[src/rtl/uart_tx_if.sv]
// Producer-side handshake bundle for uart_tx.
// The producer drives tx_start/tx_data and watches tx_ready/tx_done.
interface uart_tx_if #(
  parameter int DATA_BITS = 8
) ();
  logic                 tx_start;
  logic [DATA_BITS-1:0] tx_data;
  logic                 tx_ready;
  logic                 tx_done;

  modport master (
    output tx_start,
    output tx_data,
    input  tx_ready,
    input  tx_done
  );

  modport slave (
    input  tx_start,
    input  tx_data,
    output tx_ready,
    output tx_done
  );
endinterface

[src/rtl/uart_tx.sv]
// UART serial transmitter driven by an external baud square wave.
// Frame: start bit, DATA_BITS data bits LSB-first, optional even parity,
// STOP_BITS stop bits. Bit boundaries are the rising edges of baud.
// Optional feature macro: UART_TX_PARITY_EN (adds the even-parity bit).
module uart_tx #(
  parameter int DATA_BITS = 8,
  parameter int STOP_BITS = 1
) (
  input  logic     clk,
  input  logic     reset,
  input  logic     baud,
  uart_tx_if.slave bus,
  output logic     tx
);

  localparam int CNT_W = (DATA_BITS > 1) ? $clog2(DATA_BITS) : 1;
  localparam logic [CNT_W-1:0] LAST_BIT  = CNT_W'(DATA_BITS - 1);
  localparam logic [CNT_W-1:0] LAST_STOP = CNT_W'(STOP_BITS - 1);

  localparam logic [2:0] IDLE   = 3'd0;
  localparam logic [2:0] SYNC   = 3'd1;
  localparam logic [2:0] START  = 3'd2;
  localparam logic [2:0] DATA   = 3'd3;
`ifdef UART_TX_PARITY_EN
  localparam logic [2:0] PARITY = 3'd4;
`endif
  localparam logic [2:0] STOP   = 3'd5;

  logic                 baud_q;
  logic                 baud_rise;
  logic [2:0]           state;
  logic [DATA_BITS-1:0] shift;
  logic [CNT_W-1:0]     bit_cnt;
  logic [CNT_W-1:0]     stop_cnt;
  logic                 tx_q;
  logic                 ready_q;
  logic                 done_q;
  logic                 accept;
`ifdef UART_TX_PARITY_EN
  logic                 parity_q;
`endif

  assign baud_rise    = baud & ~baud_q;
  assign accept       = bus.tx_start & ready_q;
  assign tx           = tx_q;
  assign bus.tx_ready = ready_q;
  assign bus.tx_done  = done_q;

  // Delay baud by one clk so its rising edge can be detected.
  always_ff @(posedge clk or negedge reset) begin
    if (!reset) baud_q <= 1'b0;
    else        baud_q <= baud;
  end

  // Frame sequencer: every bit transition waits for a baud rising edge.
  always_ff @(posedge clk or negedge reset) begin
    if (!reset) begin
      state    <= IDLE;
      shift    <= '0;
      bit_cnt  <= '0;
      stop_cnt <= '0;
      tx_q     <= 1'b1;
      ready_q  <= 1'b1;
      done_q   <= 1'b0;
`ifdef UART_TX_PARITY_EN
      parity_q <= 1'b0;
`endif
    end else begin
      done_q <= 1'b0;
      case (state)
        IDLE: begin
          tx_q <= 1'b1;
          if (accept) begin
            shift    <= bus.tx_data;
`ifdef UART_TX_PARITY_EN
            parity_q <= ^bus.tx_data;
`endif
            ready_q  <= 1'b0;
            state    <= SYNC;
          end
        end
        // Hold off the start bit until a bit boundary so it lasts a full period.
        SYNC: begin
          if (baud_rise) begin
            tx_q  <= 1'b0;
            state <= START;
          end
        end
        START: begin
          if (baud_rise) begin
            tx_q    <= shift[0];
            shift   <= {1'b0, shift[DATA_BITS-1:1]};
            bit_cnt <= '0;
            state   <= DATA;
          end
        end
        DATA: begin
          if (baud_rise) begin
            if (bit_cnt < LAST_BIT) begin
              bit_cnt <= bit_cnt + 1'b1;
              tx_q    <= shift[0];
              shift   <= {1'b0, shift[DATA_BITS-1:1]};
            end else begin
`ifdef UART_TX_PARITY_EN
              tx_q     <= parity_q;
              state    <= PARITY;
`else
              tx_q     <= 1'b1;
              stop_cnt <= '0;
              state    <= STOP;
`endif
            end
          end
        end
`ifdef UART_TX_PARITY_EN
        PARITY: begin
          if (baud_rise) begin
            tx_q     <= 1'b1;
            stop_cnt <= '0;
            state    <= STOP;
          end
        end
`endif
        STOP: begin
          tx_q <= 1'b1;
          if (baud_rise) begin
            if (stop_cnt < LAST_STOP) begin
              stop_cnt <= stop_cnt + 1'b1;
            end else begin
              done_q  <= 1'b1;
              ready_q <= 1'b1;
              state   <= IDLE;
            end
          end
        end
        default: begin
          tx_q    <= 1'b1;
          ready_q <= 1'b1;
          state   <= IDLE;
        end
      endcase
    end
  end

endmodule

[src/flat_wrapper.sv]
// flat-port wrapper written by rule: the top's interface ports become plain ports
module uart_tx_flat 
#(
  parameter int DATA_BITS = 8,
  parameter int STOP_BITS = 1
)
  (clk, reset, baud, tx, bus_tx_start, bus_tx_data, bus_tx_ready, bus_tx_done);
  uart_tx_if #(.DATA_BITS(DATA_BITS)) bus_i ();
  input  logic clk;
  input  logic reset;
  input  logic baud;
  output logic tx;
  input wire logic [$bits(bus_i.tx_start)-1:0] bus_tx_start;
  input wire logic [$bits(bus_i.tx_data)-1:0] bus_tx_data;
  output wire logic [$bits(bus_i.tx_ready)-1:0] bus_tx_ready;
  output wire logic [$bits(bus_i.tx_done)-1:0] bus_tx_done;
  assign bus_i.tx_start = bus_tx_start;
  assign bus_i.tx_data = bus_tx_data;
  assign bus_tx_ready = bus_i.tx_ready;
  assign bus_tx_done = bus_i.tx_done;
  uart_tx #(.DATA_BITS(DATA_BITS), .STOP_BITS(STOP_BITS)) u_core (.clk(clk), .reset(reset), .baud(baud), .bus(bus_i), .tx(tx));
endmodule
[config.mk]
export PLATFORM = sky130hd
export DESIGN_NAME = uart_tx_flat
export DESIGN_NICKNAME = d
export VERILOG_FILES = /design/src/rtl/uart_tx_if.sv /design/src/rtl/uart_tx.sv /design/src/flat_wrapper.sv
export SDC_FILE = /design/constraint.sdc
export NUM_CORES = 1
export LEC_CHECK = 0
export BUFFER_PORTS_ARGS = -buffer_cell sky130_fd_sc_hd__buf_2
export CAP_MARGIN = 25
export CELL_PAD_IN_SITES_DETAIL_PLACEMENT = 1
export CELL_PAD_IN_SITES_GLOBAL_PLACEMENT = 1
export CORE_MARGIN = 2
export CORE_UTILIZATION = 40
export CTS_CLUSTER_DIAMETER = 30
export DETAILED_ROUTE_END_ITERATION = 8
export PLACE_DENSITY = 0.8
export SETUP_SLACK_MARGIN = 0.5
export SYNTH_ARGS = -nofsm -noshare
export SYNTH_HDL_FRONTEND = slang
export SYNTH_SLANG_ARGS = --single-unit
[constraint.sdc]
create_clock -name clk -period 1.8 [get_ports clk]
set_clock_uncertainty 0.1 [all_clocks]
set_input_delay 0.18 -clock clk [delete_from_list [all_inputs] [get_ports clk]]
set_output_delay 0.18 -clock clk [all_outputs]
set_load 0.01 [all_outputs]
Word level (Yosys, flattened, before mapping)
Cells that the tools add are included.
{ "word_totals": {"regBits": 21, "input_bits": 12, "output_inout_bits": 3, "wordCells": 74} }
{ "classes": {"add_sub_neg": 2, "n_lt_le_gt_ge": 2, "n_eq_ne": 13, "n_mux": 34, "bitwise_logic": 4, "reduce_logical": 11} }
{ "op_table": {"columns": ["operator", "n"], "rows": [
  ["$mux W3", 14],
  ["$mux W8", 4],
  ["$pmux W8 S3", 1],
  ["$pmux W3 S5", 1],
  ["$ne A2 B1 Y1 const B", 7],
  ["$pmux W3 S2", 2],
  ["$mux W1", 10],
  ["$reduce_and A5 Y1", 2],
  ["$reduce_and A4 Y1", 2],
  ["$reduce_and A7 Y1", 1],
  ["$add A3 B1 Y3 const B", 2],
  ["$eq A3 B2 Y1 const B", 2],
  ["$pmux W1 S3", 2],
  ["$ne A2 B2 Y1 const B", 2],
  ["$reduce_bool A2 Y1", 2],
  ["$eq A3 B1 Y1 const B", 1],
  ["$eq A3 B3 Y1 const B", 1],
  ["$logic_not A3 Y1", 1],
  ["$lt A3 B1 Y1 const B", 1],
  ["$lt A3 B3 Y1 const B", 1],
  ["$reduce_and A3 Y1", 1],
  ["$reduce_bool A3 Y1", 1],
  ["$reduce_or A3 Y1", 1],
  ["$and A1 B1 Y1", 2],
  ["$not A1 Y1", 2]
]} }

Depth between registers and ports, before layout
{ "depth": {"word_depth": 4, "depth_mapped": 5} }

Worst setup path after synthesis
No wires, ideal clock.
{ "synth_path": {"path_kind": "flip-flop to flip-flop", "startpoint": "reg u_core.state[2]", "endpoint": "reg u_core.shift[0]", "setup_ns": 0.125, "t_arrival_ns": 1.368, "slack_ns": 0.208, "stages_incl_launch_ff": 5, "period_less_slack_ns": 1.592, "cell_sequence": "dfrtp_1 > buf_6 > nand4bb_4 > o22ai_4 > mux2_2"} }
{ "synth_via": {"elab_chain_cells": 3, "word_cells_on_any_way": 10} }
{ "synth_lines": {"columns": ["element", "line", "rtl"], "rows": [
  ["start, declared", "uart_tx.sv:31", "logic [2:0] state;"],
  ["start signal, assigned", "uart_tx.sv:58", "state <= IDLE;"],
  ["start signal, assigned", "uart_tx.sv:79", "state <= SYNC;"],
  ["start signal, assigned", "uart_tx.sv:86", "state <= START;"],
  ["$eq A3 B2 Y1 or $logic_not A3 Y1 (tied branches)", "uart_tx.sv:70", "case (state)"],
  ["$ne A2 B1 Y1 (no line) or $reduce_bool A3 Y1 (tied branches)", null, null],
  ["$reduce_and A5 Y1 (no line)", null, null],
  ["end signal, assigned", "uart_tx.sv:74", "shift <= bus.tx_data;"],
  ["end signal, assigned", "uart_tx.sv:92", "shift <= {1'b0, shift[DATA_BITS-1:1]};"],
  ["end signal, assigned", "uart_tx.sv:102", "shift <= {1'b0, shift[DATA_BITS-1:1]};"],
  ["end, declared", "uart_tx.sv:32", "logic [DATA_BITS-1:0] shift;"]
]} }
Several ways; a longest one is shown, not always the timed one.
A chain may end at the register's enable or synchronous reset.

Worst setup path in the final report
Ends and elaborated chain as after synthesis.

==> out/results.env <==
RUN_STATUS='completed'
INITIAL_CORE_UTILIZATION=0.427
LAYOUT_COMMONEST_CELL='sky130_fd_sc_hd__buf_4'
HOLD_CLASS='in2reg'
NUM_ROWS=17
CTSHTREEMAXLEVEL=1
SYNTHESIS.AREA_UM2=963
AVGVIACOUNTPERCELL=5.29
SYNTH_ENABLE_FLOP_CELLS=0
FINAL_CORE_UTIL=0.604
PORT_BUFFERS=14
GRT_PASS1_VIAS=832
SYNTH_SEQ_CELLS=18
FINALWORSTPATHREQUIREDPERIOD_NS=1.58
SYNTH-XOR-AREA-SHARE=0
FIN_SETUP_TNS_NS=0
POSTROUTEANTENNANETS=0
DPL-INSTANCE-AREA_UM2=1080
CAP_VIOL_MAX_COUNT=0
SYNTH_TOP_FAMILY_BY_AREA='multiplexers'
TIMING.CRITICAL_PATH.REQUIRED_NS=1.90
YS.FLOP_TYPE='sky130_fd_sc_hd__dfrtp_1'
FILLCELLCOUNT=248
ACHIEVABLE-FREQUENCY_MHz=632
SLEW_VIOLATIONS=0
DRT_ITER0_DRC=6
WORST_SETUP_HOLD_PATH_CLK_SLEW_NS=0.11
VDD_IR_DROP_MAX_uV=306
YOSYS_WARNING_COUNT=0
ROUTE.FINAL.WIRE_LENGTH_UM=2780
CTS-ROOT-TO-SINK-BUFFERS=2
GRT.OVERFLOW.TOTAL=0
MAXIMUM_NUMBER_OF_PINS_ON_ONE_NET_BEFORE_GLOBAL_ROUTE_REPAIR=19
CRIT_PATH_CLASS='reg2reg'
LEAKAGEPOWER_nW=0.617
ENDPOINT_KIND='register'
YOSYS.AREA_SHARE.ADDER=0.0130
ASYNC_RESET_FF_FRAC=1.00
FINAL_HPWL_DP_UM=1450
NUMPLACEDINSTANCES=121
CLOCK_ROOT_BUFFER='sky130_fd_sc_hd__clkbuf_4'
FINAL_INSTANCE_COUNT_WITHOUT_FILLER_CELLS=143
ANTENNADIODECOUNT=0
YOSYSUNIQUECELLTYPES=32
FINAL_ROUTED_WIRE_LENGTH_DIVIDED_BY_CELL_COUNT_UM=19.4
DIE-HEIGHT_UM=53.1
YS_SEQ_AREA_FRAC=0.470
SYNTHESIS.INSTANCES=79
PWR_DENSITY_CELL_nW_PER_UM2=525
SEQUENTIAL_CELL_AREA_UM2=455
FIRST_PASS_GRT_WIRE_LENGTH_UM=4310
DETAILEDROUTE.FIRSTPASSITERATIONCOUNT=4
CLOCK_INSERTION_DELAY_WORST_SKEW_NS=0.31
SYNTH_FP_NETS=92
SYNTH_COMPOUND_AREA_FRAC=0.129
FINAL_CELL_AREA_UM2=1360
FINAL_NET_COUNT=129
DIEWIDTH_UM=53.1
HOLD_VIOL_FINAL=0
FINAL_MIN_PERIOD_OVER_CLOCK_PERIOD=0.878
NUMCTSBUFFERS=3
WORST-R2R-SETUP-SLACK_NS=0.22
FRACTION_OF_LAYOUT_CELLS_WITH_A_SIZE_SUFFIX_ABOVE_1=0.600
CTS_NUM_SINKS=18
SYN_AREA_PER_CELL_UM2=12.2
MULTI_INPUT_AREA_UM2=566
SETUP_REPAIR_AFTER_GLOBAL_ROUTING_MISSED_ITS_MARGIN='yes'
DIE-AREA_UM2=2820
FLOW.AREA_GROWTH_FROM_SYNTHESIS_PCT=41.4
SETUP_VIOLATIONS=0
P_TOTAL_uW=715
CRITICAL_PATH.STARTPOINT_TYPE='register'
SYNTH.MUX.AREA_FRACTION=0.174
COMMONEST_CELLS_AFTER_ROUTING_FILL_AND_TAPS_ASIDE='sky130_fd_sc_hd__buf_4 (15), sky130_fd_sc_hd__dfrtp_1 (14), sky130_fd_sc_hd__buf_2 (13), sky130_fd_sc_hd__mux2_2 (7), sky130_fd_sc_hd__mux2_4 (7)'
CTS_TREE='done'
GR-USAGE-ALL-LAYERS=0.230
FLOORPLAN.CORE_AREA_UM2=2250
ANTENNA_VIOLATIONS_BEFORE_REPAIR=0
PLACE.GP.CONGESTION=0.762
VIA_COUNT=757
TIMING.CRITICAL_PATH.ARRIVAL_NS=1.69
DRT_DRC_VIOLATIONS_LEFT=0
WORSTPATHMAXFANOUT=8
IOPINCOUNT=15
RELSLEWSLACK=0.729
TIGHTEST_SLEW_NS=0.407
SYNTH_SIMPLE_GATE_AREA_FRAC=0.170
final timing paths:
path	from	endpoint	depth (start not counted)
max reg2reg	u_core.state[2]	u_core.shift[0]	5
min reg2reg	u_core.state[2]	u_core.state[1]	1
max	u_core.state[2]	u_core.shift[0]	5
max in group asynchronous	reset	u_core.tx	2
min in group asynchronous	reset	u_core.bit_cnt[0]	2
min	bus_tx_data[7]	u_core.shift[7]	3
worst max-delay path, stage by stage, from the launching register on:
cell                      delay (ns)
sky130_fd_sc_hd__dfrtp_1        0.44
sky130_fd_sc_hd__buf_4          0.15
sky130_fd_sc_hd__buf_4          0.15
sky130_fd_sc_hd__o22ai_4        0.16
sky130_fd_sc_hd__buf_12         0.16
sky130_fd_sc_hd__mux2_4         0.31
Yosys cell counts (2+ instances only):
cell	n	area [um^2]
sky130_fd_sc_hd__dfrtp_1	16	400
sky130_fd_sc_hd__mux2_2	14	158
sky130_fd_sc_hd__o21ai_0	5	25.0
sky130_fd_sc_hd__nor2_1	4	15.0
sky130_fd_sc_hd__nand2_1	3	11.3
sky130_fd_sc_hd__nand2b_1	3	18.8
sky130_fd_sc_hd__a21boi_0	2	15.0
sky130_fd_sc_hd__a22o_1	2	17.5
sky130_fd_sc_hd__buf_6	2	22.5
sky130_fd_sc_hd__dfstp_2	2	52.6
sky130_fd_sc_hd__inv_1	2	7.51
sky130_fd_sc_hd__nand3_1	2	10.0
sky130_fd_sc_hd__nor2b_1	2	12.5
sky130_fd_sc_hd__nor3b_1	2	15.0
cell families after synthesis:
kind of cell               Yosys count
buffers and inverters                6
AOI/OAI and AO/OA                   16
muxes                               15
and+or+nand+nor                     23
DFF                                 18
adders and majority gates            1
registers in the layout, summed over array words and instances (netlist names):
name,cells
u_core.baud_q,1
u_core.bit_cnt,3
u_core.bus.tx_done,1
u_core.bus.tx_ready,1
u_core.shift,8
u_core.state,3
u_core.tx,1
routing by layer:
metal / vias to the layer above / GRT usage / wire length (um)
met2: 10 / 0.400 / 1430
met3: 5 / 0.0254 / 37
li1: 357 / - / -
met1: 385 / 0.277 / 1240
met5: - / 0 / 0
met4: 0 / 0.115 / 65
cell type report:
class | instances | share of cell area
sequential | 18 | 0.334
multi-input combinational | 56 | 0.415
clock buffer | 4 | 0.0266
timing repair buffer | 35 | 0.193
tap | 28 | 0.0257
inverter | 2 | 0.00551
per-stage QoR:
stage | hold WS (ns) | setup slack, ns
after floorplan | -0.216 | 0.233
after global placement | 0.0300 | 0.206
after detailed placement | 0.0413 | 0.175
after CTS | 0.0200 | 0.278
after global routing | 0.0269 | 0.184
final | 0.0348 | 0.219
power by group:
part / internal, mW / switching [mW] / leakage (nW)
registers: 0.406 / 0.000938 / 0.234
logic: 0.0219 / 0.0226 / 0.362
clock network: 0.124 / 0.140 / 0.0210
total: 0.551 / 0.164 / 0.617
repair_timing:
action	4_1_cts	5_1_grt
gates resized for setup	18	11
hold endpoints to repair	17	0
gates cloned	1	0
hold buffers	2	0
pin swaps	7	7
setup buffers	12	3
endpoints found under the setup margin	12	18
(Power assumes the default switching activity.)
